==> config.mk <==
export PLATFORM = sky130hd
export DESIGN_NAME = pic_intensity_accumulator
export DESIGN_NICKNAME = d
export VERILOG_FILES = /design/src/rtl/pic_intensity_accumulator.sv
export SDC_FILE = /design/constraint.sdc
export NUM_CORES = 1
export LEC_CHECK = 0
export CORE_MARGIN = 2
export CORE_UTILIZATION = 37
export DETAILED_ROUTE_END_ITERATION = 10
export SLEW_MARGIN = 10
export SYNTH_ARGS = -nofsm -noshare
export SYNTH_HDL_FRONTEND = slang
export SYNTH_SLANG_ARGS = --single-unit
==> constraint.sdc <==
create_clock -name clk -period 3.08 [get_ports clk]
set_input_delay 0.924 -clock clk [delete_from_list [all_inputs] [get_ports clk]]
set_output_delay 0.924 -clock clk [all_outputs]
set_load 0.05 [all_outputs]
==> src/rtl/pic_intensity_accumulator.sv <==
// Accumulates one picture (2^CNT_W pixel intensities) into a sum and hands it downstream
// with a wrapping picture index over a valid/ready handshake.
module pic_intensity_accumulator #(
    parameter int unsigned PIX_W = 8,
    parameter int unsigned CNT_W = 14,
    parameter int unsigned SUM_W = 22,
    parameter int unsigned IDX_W = 5
) (
    input  logic             clk,
    input  logic             rst,
    input  logic             pic_restart,
    input  logic             pix_valid,
    output logic             pix_ready,
    input  logic [PIX_W-1:0] pix_data,
    output logic             sum_valid,
    input  logic             sum_ready,
    output logic [SUM_W-1:0] sum_data,
    output logic [IDX_W-1:0] sum_idx,
    output logic [CNT_W-1:0] pix_count,
    output logic             busy
);

    logic [SUM_W-1:0] acc_q, acc_d;
    logic [SUM_W-1:0] sum_data_q, sum_data_d;
    logic [CNT_W-1:0] cnt_q, cnt_d;
    logic [IDX_W-1:0] sum_idx_q, sum_idx_d;
    logic [IDX_W-1:0] next_idx_q, next_idx_d;
    logic             sum_valid_q, sum_valid_d;

    logic [SUM_W-1:0] acc_sum;
    logic [CNT_W-1:0] cnt_inc;
    logic             one_picture;
    logic             accept;

    assign acc_sum = acc_q + SUM_W'(pix_data);
    // Carry-out of the count incrementer marks the last pixel of a picture.
    assign {one_picture, cnt_inc} = {1'b0, cnt_q} + {{CNT_W{1'b0}}, 1'b1};

    // Registered-state only: no path from sum_ready, so a same-cycle drain does not
    // admit the stalled last pixel until the following cycle.
    assign pix_ready = ~(one_picture & sum_valid_q);
    assign accept    = pix_valid & pix_ready & ~pic_restart;

    always_comb begin
        acc_d       = acc_q;
        cnt_d       = cnt_q;
        sum_data_d  = sum_data_q;
        sum_idx_d   = sum_idx_q;
        next_idx_d  = next_idx_q;
        sum_valid_d = sum_valid_q;

        if (sum_valid_q && sum_ready) begin
            sum_valid_d = 1'b0;
        end

        if (pic_restart) begin
            acc_d = '0;
            cnt_d = '0;
        end else if (accept) begin
            if (one_picture) begin
                sum_data_d  = acc_sum;
                sum_idx_d   = next_idx_q;
                next_idx_d  = next_idx_q + IDX_W'(1);
                sum_valid_d = 1'b1;
                acc_d       = '0;
                cnt_d       = '0;
            end else begin
                acc_d = acc_sum;
                cnt_d = cnt_inc;
            end
        end
    end

    always_ff @(posedge clk or posedge rst) begin
        if (rst) begin
            acc_q       <= '0;
            cnt_q       <= '0;
            sum_data_q  <= '0;
            sum_idx_q   <= '0;
            next_idx_q  <= '0;
            sum_valid_q <= 1'b0;
        end else begin
            acc_q       <= acc_d;
            cnt_q       <= cnt_d;
            sum_data_q  <= sum_data_d;
            sum_idx_q   <= sum_idx_d;
            next_idx_q  <= next_idx_d;
            sum_valid_q <= sum_valid_d;
        end
    end

    assign sum_valid = sum_valid_q;
    assign sum_data  = sum_data_q;
    assign sum_idx   = sum_idx_q;
    assign pix_count = cnt_q;
    assign busy      = (cnt_q != '0);

endmodule

==> results <==
- Of the total synthesized cell area, the portion taken by XOR and XNOR cells is 0.0661.
- The Yosys step of the flow raised 0 warnings.
- The final routed DRC violation total is 0.
- Static timing analysis puts the maximum clock frequency at 0.355 GHz.
- The wire length of the first global-routing pass is ~15000 um.
- Subtracting the final worst setup slack from the clock period gives approximately 2.8 ns.
- For this configuration, the core starts out at a cell density of 0.383.
- The post-detailed-placement half-perimeter wirelength is 6040 um.
- The number of global-route vias before repair is 3055.
- The clock sink count is between 60 and 70.
- The power density normalized to cell area is 467 mW/mm^2.
- The count of flip-flops with a built-in enable after synthesis is 0.
- Sorting the synthesized cells by area gives the leading types as sky130_fd_sc_hd__dfrtp_1 48%, sky130_fd_sc_hd__nand2_1 6.7%, sky130_fd_sc_hd__o21ai_0 6.0%, sky130_fd_sc_hd__xnor2_1 5.1%, sky130_fd_sc_hd__ha_1 3.8%.
- Of the post-synthesis cell area, the part taken by muxes is 0.00875.
- The leakage power figure is slightly above 2 nW.
- The number of clock buffers inserted by TritonCTS is 9.
- The initial antenna violation count is 0.
- At the placement stage, the worst setup path has a slack of -0.108 ns.
- At the later pin of the worst-skew pair, clock insertion delay measures 0.35 ns.
- The average size of a mapped cell is 9.24 sq um.
- The post-detailed-route count of antenna-violating nets is 0.
- The final setup violation count is 0.
- The number of hold buffers added after CTS was 0.
- The overall die area is ~0.010 sq mm.
- The maximum number of pins on one net before global-route repair is 45.
- The total standard cell area after synthesis is 0.00358 sq mm.
- Headroom to the max-slew limit came out at 0.627.
- The number of antenna diodes is 0.
- Yosys mapped the design onto 41 distinct sky130hd cell types.
- The CTS tree is built.
- Of the total synthesized cell area, the portion taken by AND, OR, NAND and NOR gates is 0.188.
- The dominant combinational cell family by area after synthesis is simple AND/OR/NAND/NOR gates.
- The standard-cell row count is 35.
- Synthesis produced a netlist with a net count of ~410.
- The critical path is of the input pin to register type.
- The kind of start point of the critical path is an input pin.
- The worst setup path is captured at a register.
- After detailed routing, the average wire length per cell comes to approximately 15 um.
- The total via count in the routed design is between 3000 and 4000.
- The first-iteration detailed-routing DRC count is roughly 200.
- After clock tree synthesis, the clock-pin slew on the worst setup and hold paths is 0.08 ns.
- The area share of the leading cell type in the synthesized netlist is 0.483.
- The count of pins over their slew limit is 0.
- CTS placed an instance of sky130_fd_sc_hd__clkbuf_8 at the clock tree root.
- The maximum clock insertion buffer count is 2.
- The number of buffers inserted by port buffering is between 50 and 60.
- The post-synthesis sequential area ratio is 0.483.
- In this run the cell area measured after placement is 0.00444 sq mm.
- The adder-cell share of the synthesized area is 0.0441.
- IR analysis of the VDD net gives a maximum drop of 281 uV.
- For the worst setup path, the data required time is 3.30 ns.
- The fraction of final layout cells sized beyond drive strength 1 is 0.103.
- The cell count after synthesis is 387.
- The transition time at the pin with the least slew margin is 0.558 ns.
- The share of the clock period used by the worst path is 0.914.
- The most used flip-flop cell after synthesis is sky130_fd_sc_hd__dfrtp_1.
- The aggregate global routing overflow is 0.
- The kind of path behind the tightest hold check is register to register.
- For the worst flop-to-flop path, the logic depth is 6.
- CTS built an H-tree with a depth of 3.
- Clock skew on the completed layout was measured at 0.0107 ns.
- At the worst endpoint, the arrival time is 3.03 ns.
- The finished cells cover 0.00467 sq mm.
- The share of synthesized registers carrying an async set or reset is 1.00.
- The total global routing track utilization is 0.179.
- The number of hold violations in the final report is 0.
- The detailed-routing iteration count for the pre-antenna-repair pass is 4.
- The core region is 0.00933 sq mm.
- The final net count is 487.
- Setup repair after global routing left no endpoint under its margin.
- The highest fanout seen on the critical path is 7.
- The global placement routability congestion is 0.864.
- Measured along the y axis, the die boundary spans 102 um.
- Max-cap violations in this run came to 0.
- The ratio of routed vias to standard cells is 5.18.
- The worst path meets setup with between 0.2 and 0.3 ns of slack.
- The area fraction in compound gates after synthesis was 0.171.
- The flow ran to the end, and the final reports show no timing, DRC or antenna violations.
- The biggest area contributor in the post-synthesis netlist is sky130_fd_sc_hd__dfrtp_1.
- The synthesized flop and latch total is 69.
- Counting instances, the worst hold path has a depth of 2.
- After detailed routing, the total wire length is slightly below 9000 um.
- The area growth from synthesis to layout is 30.5%.
- In this run the count of I/O pins placed on the die edge is 57.
- In this run the horizontal extent of the chip is 102 um.
critical path: stages:
cell,delay [ns]
sky130_fd_sc_hd__clkdlybuf4s50_1,0.41
sky130_fd_sc_hd__ha_1,0.22
sky130_fd_sc_hd__fa_1,0.40
sky130_fd_sc_hd__a211oi_1,0.33
sky130_fd_sc_hd__o21ai_1,0.27
sky130_fd_sc_hd__nand4_1,0.25
sky130_fd_sc_hd__xor2_1,0.15
sky130_fd_sc_hd__o21ai_0,0.08
layout by cell type, fill, tap and decap left out, drive strengths merged, types with 3 or more instances in the layout:
| master | Yosys | routed |
|---|---|---|
| o211ai | 3 | 3 |
| a211oi | 4 | 4 |
| clkdlybuf4s50 | 0 | 54 |
| nand2b | 3 | 3 |
| a21o | 5 | 5 |
| o21ai | 44 | 44 |
| nor3 | 11 | 11 |
| a21oi | 20 | 20 |
| buf | 3 | 24 |
| or3 | 12 | 12 |
| o22ai | 7 | 7 |
| inv | 20 | 22 |
| and2 | 3 | 3 |
| xnor2 | 21 | 21 |
| dfrtp | 69 | 69 |
| nand3 | 6 | 6 |
| clkbuf | 12 | 9 |
| xor2 | 6 | 6 |
| ha | 11 | 11 |
| a22o | 7 | 7 |
| nand4 | 16 | 16 |
| nand2 | 64 | 64 |
| nor2 | 11 | 11 |
| o2111ai | 4 | 4 |
| o21bai | 3 | 3 |
| nor4 | 3 | 3 |
| and3 | 5 | 5 |
timing repair:
| action | 4_1_cts | 5_1_grt |
|---|---|---|
| gates resized for setup | 0 | 1 |
| buffers inserted | 0 | 0 |
| setup endpoints to repair | 0 | 1 |
final cells by class:
type	count	area, sq um
Timing Repair Buffer	79	758
Multi-Input combinational cell	283	1730
Clock inverter	7	97.6
Tap cell	129	161
Inverter	20	75.1
Clock buffer	9	124
Fill cell	901	4660
Sequential cell	69	1730
path summary, 6_finish.rpt:
path                            slack [ns]                  endpoint                      from
worst max register to register        0.48  sum_data[19]$_DFFE_PP0P_  pix_count[0]$_DFFE_PP0P_
min in group asynchronous             0.94     acc_q[15]$_DFFE_PP0P_                       rst
max in group asynchronous             1.60      acc_q[3]$_DFFE_PP0P_                       rst
worst min-delay path                  0.48  sum_data[13]$_DFFE_PP0P_  sum_data[13]$_DFFE_PP0P_
worst max-delay path                  0.27  sum_data[10]$_DFFE_PP0P_               pix_data[0]
worst min register to register        0.48  sum_data[13]$_DFFE_PP0P_  sum_data[13]$_DFFE_PP0P_
where the power goes:
part / leakage, nW / total (W) / internal, W / switching, W
Sequential: 0.939 / 0.000960 / 0.000937 / 0.0000229
Clock: 0.106 / 0.000845 / 0.000460 / 0.000385
Combinational: 0.970 / 0.000373 / 0.000151 / 0.000222
Total: 2.01 / 0.00218 / 0.00155 / 0.000630
synth_stat cells, types with 2 or more instances:
cell and n:
sky130_fd_sc_hd__a211oi_1 4, sky130_fd_sc_hd__a21o_1 5, sky130_fd_sc_hd__a21oi_1 20, sky130_fd_sc_hd__a22o_1 7
sky130_fd_sc_hd__a31oi_1 2, sky130_fd_sc_hd__and2_0 2, sky130_fd_sc_hd__and3_1 5, sky130_fd_sc_hd__buf_2 2
sky130_fd_sc_hd__clkbuf_1 12, sky130_fd_sc_hd__dfrtp_1 69, sky130_fd_sc_hd__ha_1 11, sky130_fd_sc_hd__inv_1 20
sky130_fd_sc_hd__mux2i_1 2, sky130_fd_sc_hd__nand2_1 64, sky130_fd_sc_hd__nand2b_1 3, sky130_fd_sc_hd__nand3_1 5
sky130_fd_sc_hd__nand4_1 16, sky130_fd_sc_hd__nor2_1 11, sky130_fd_sc_hd__nor3_1 11, sky130_fd_sc_hd__nor4_1 3
sky130_fd_sc_hd__o2111ai_1 4, sky130_fd_sc_hd__o211ai_1 3, sky130_fd_sc_hd__o21ai_0 43, sky130_fd_sc_hd__o21bai_1 3
sky130_fd_sc_hd__o22ai_1 7, sky130_fd_sc_hd__or2_2 2, sky130_fd_sc_hd__or3_1 12, sky130_fd_sc_hd__xnor2_1 21
sky130_fd_sc_hd__xor2_1 6
kinds of logic (layout without fill, tap and decap cells):
group                      count (synthesis)  after routing
AOI/OAI and AO/OA                        102            102
xor gates and xnor gates                  27             27
adders and majority gates                 12             12
buffers and inverters                     35            115
DFF                                       69             69
muxes                                      3              3
and+or+nand+nor                          139            139
registers in the layout, indices dropped and copies added (netlist names):
signal      cells
acc_q          22
next_idx_q      5
pix_count      14
sum_data       22
sum_idx         5
sum_valid       1
metrics by stage:
stage,total power (W),std cells,setup TNS [ns],hold slack [ns],util
after detailed placement,0.00135,580,-0.725,0.466,0.476
after floorplan,0.00121,387,0,0.445,-
after global routing,0.00228,596,0,0.506,0.500
after CTS,0.00220,596,0,0.485,0.500
after global placement,0.00135,580,-0.728,0.457,0.476
final,0.00218,596,0,0.478,0.500
routing by layer:
metal | track usage | wire length [um] | up-vias
met5 | 0 | 0 | -
met4 | 0.0503 | 88 | 0
met3 | 0.0376 | 282 | 9
met2 | 0.290 | 4050 | 61
met1 | 0.244 | 4260 | 1490
li1 | - | - | 1525
Power figures use the tool's default switching activity.
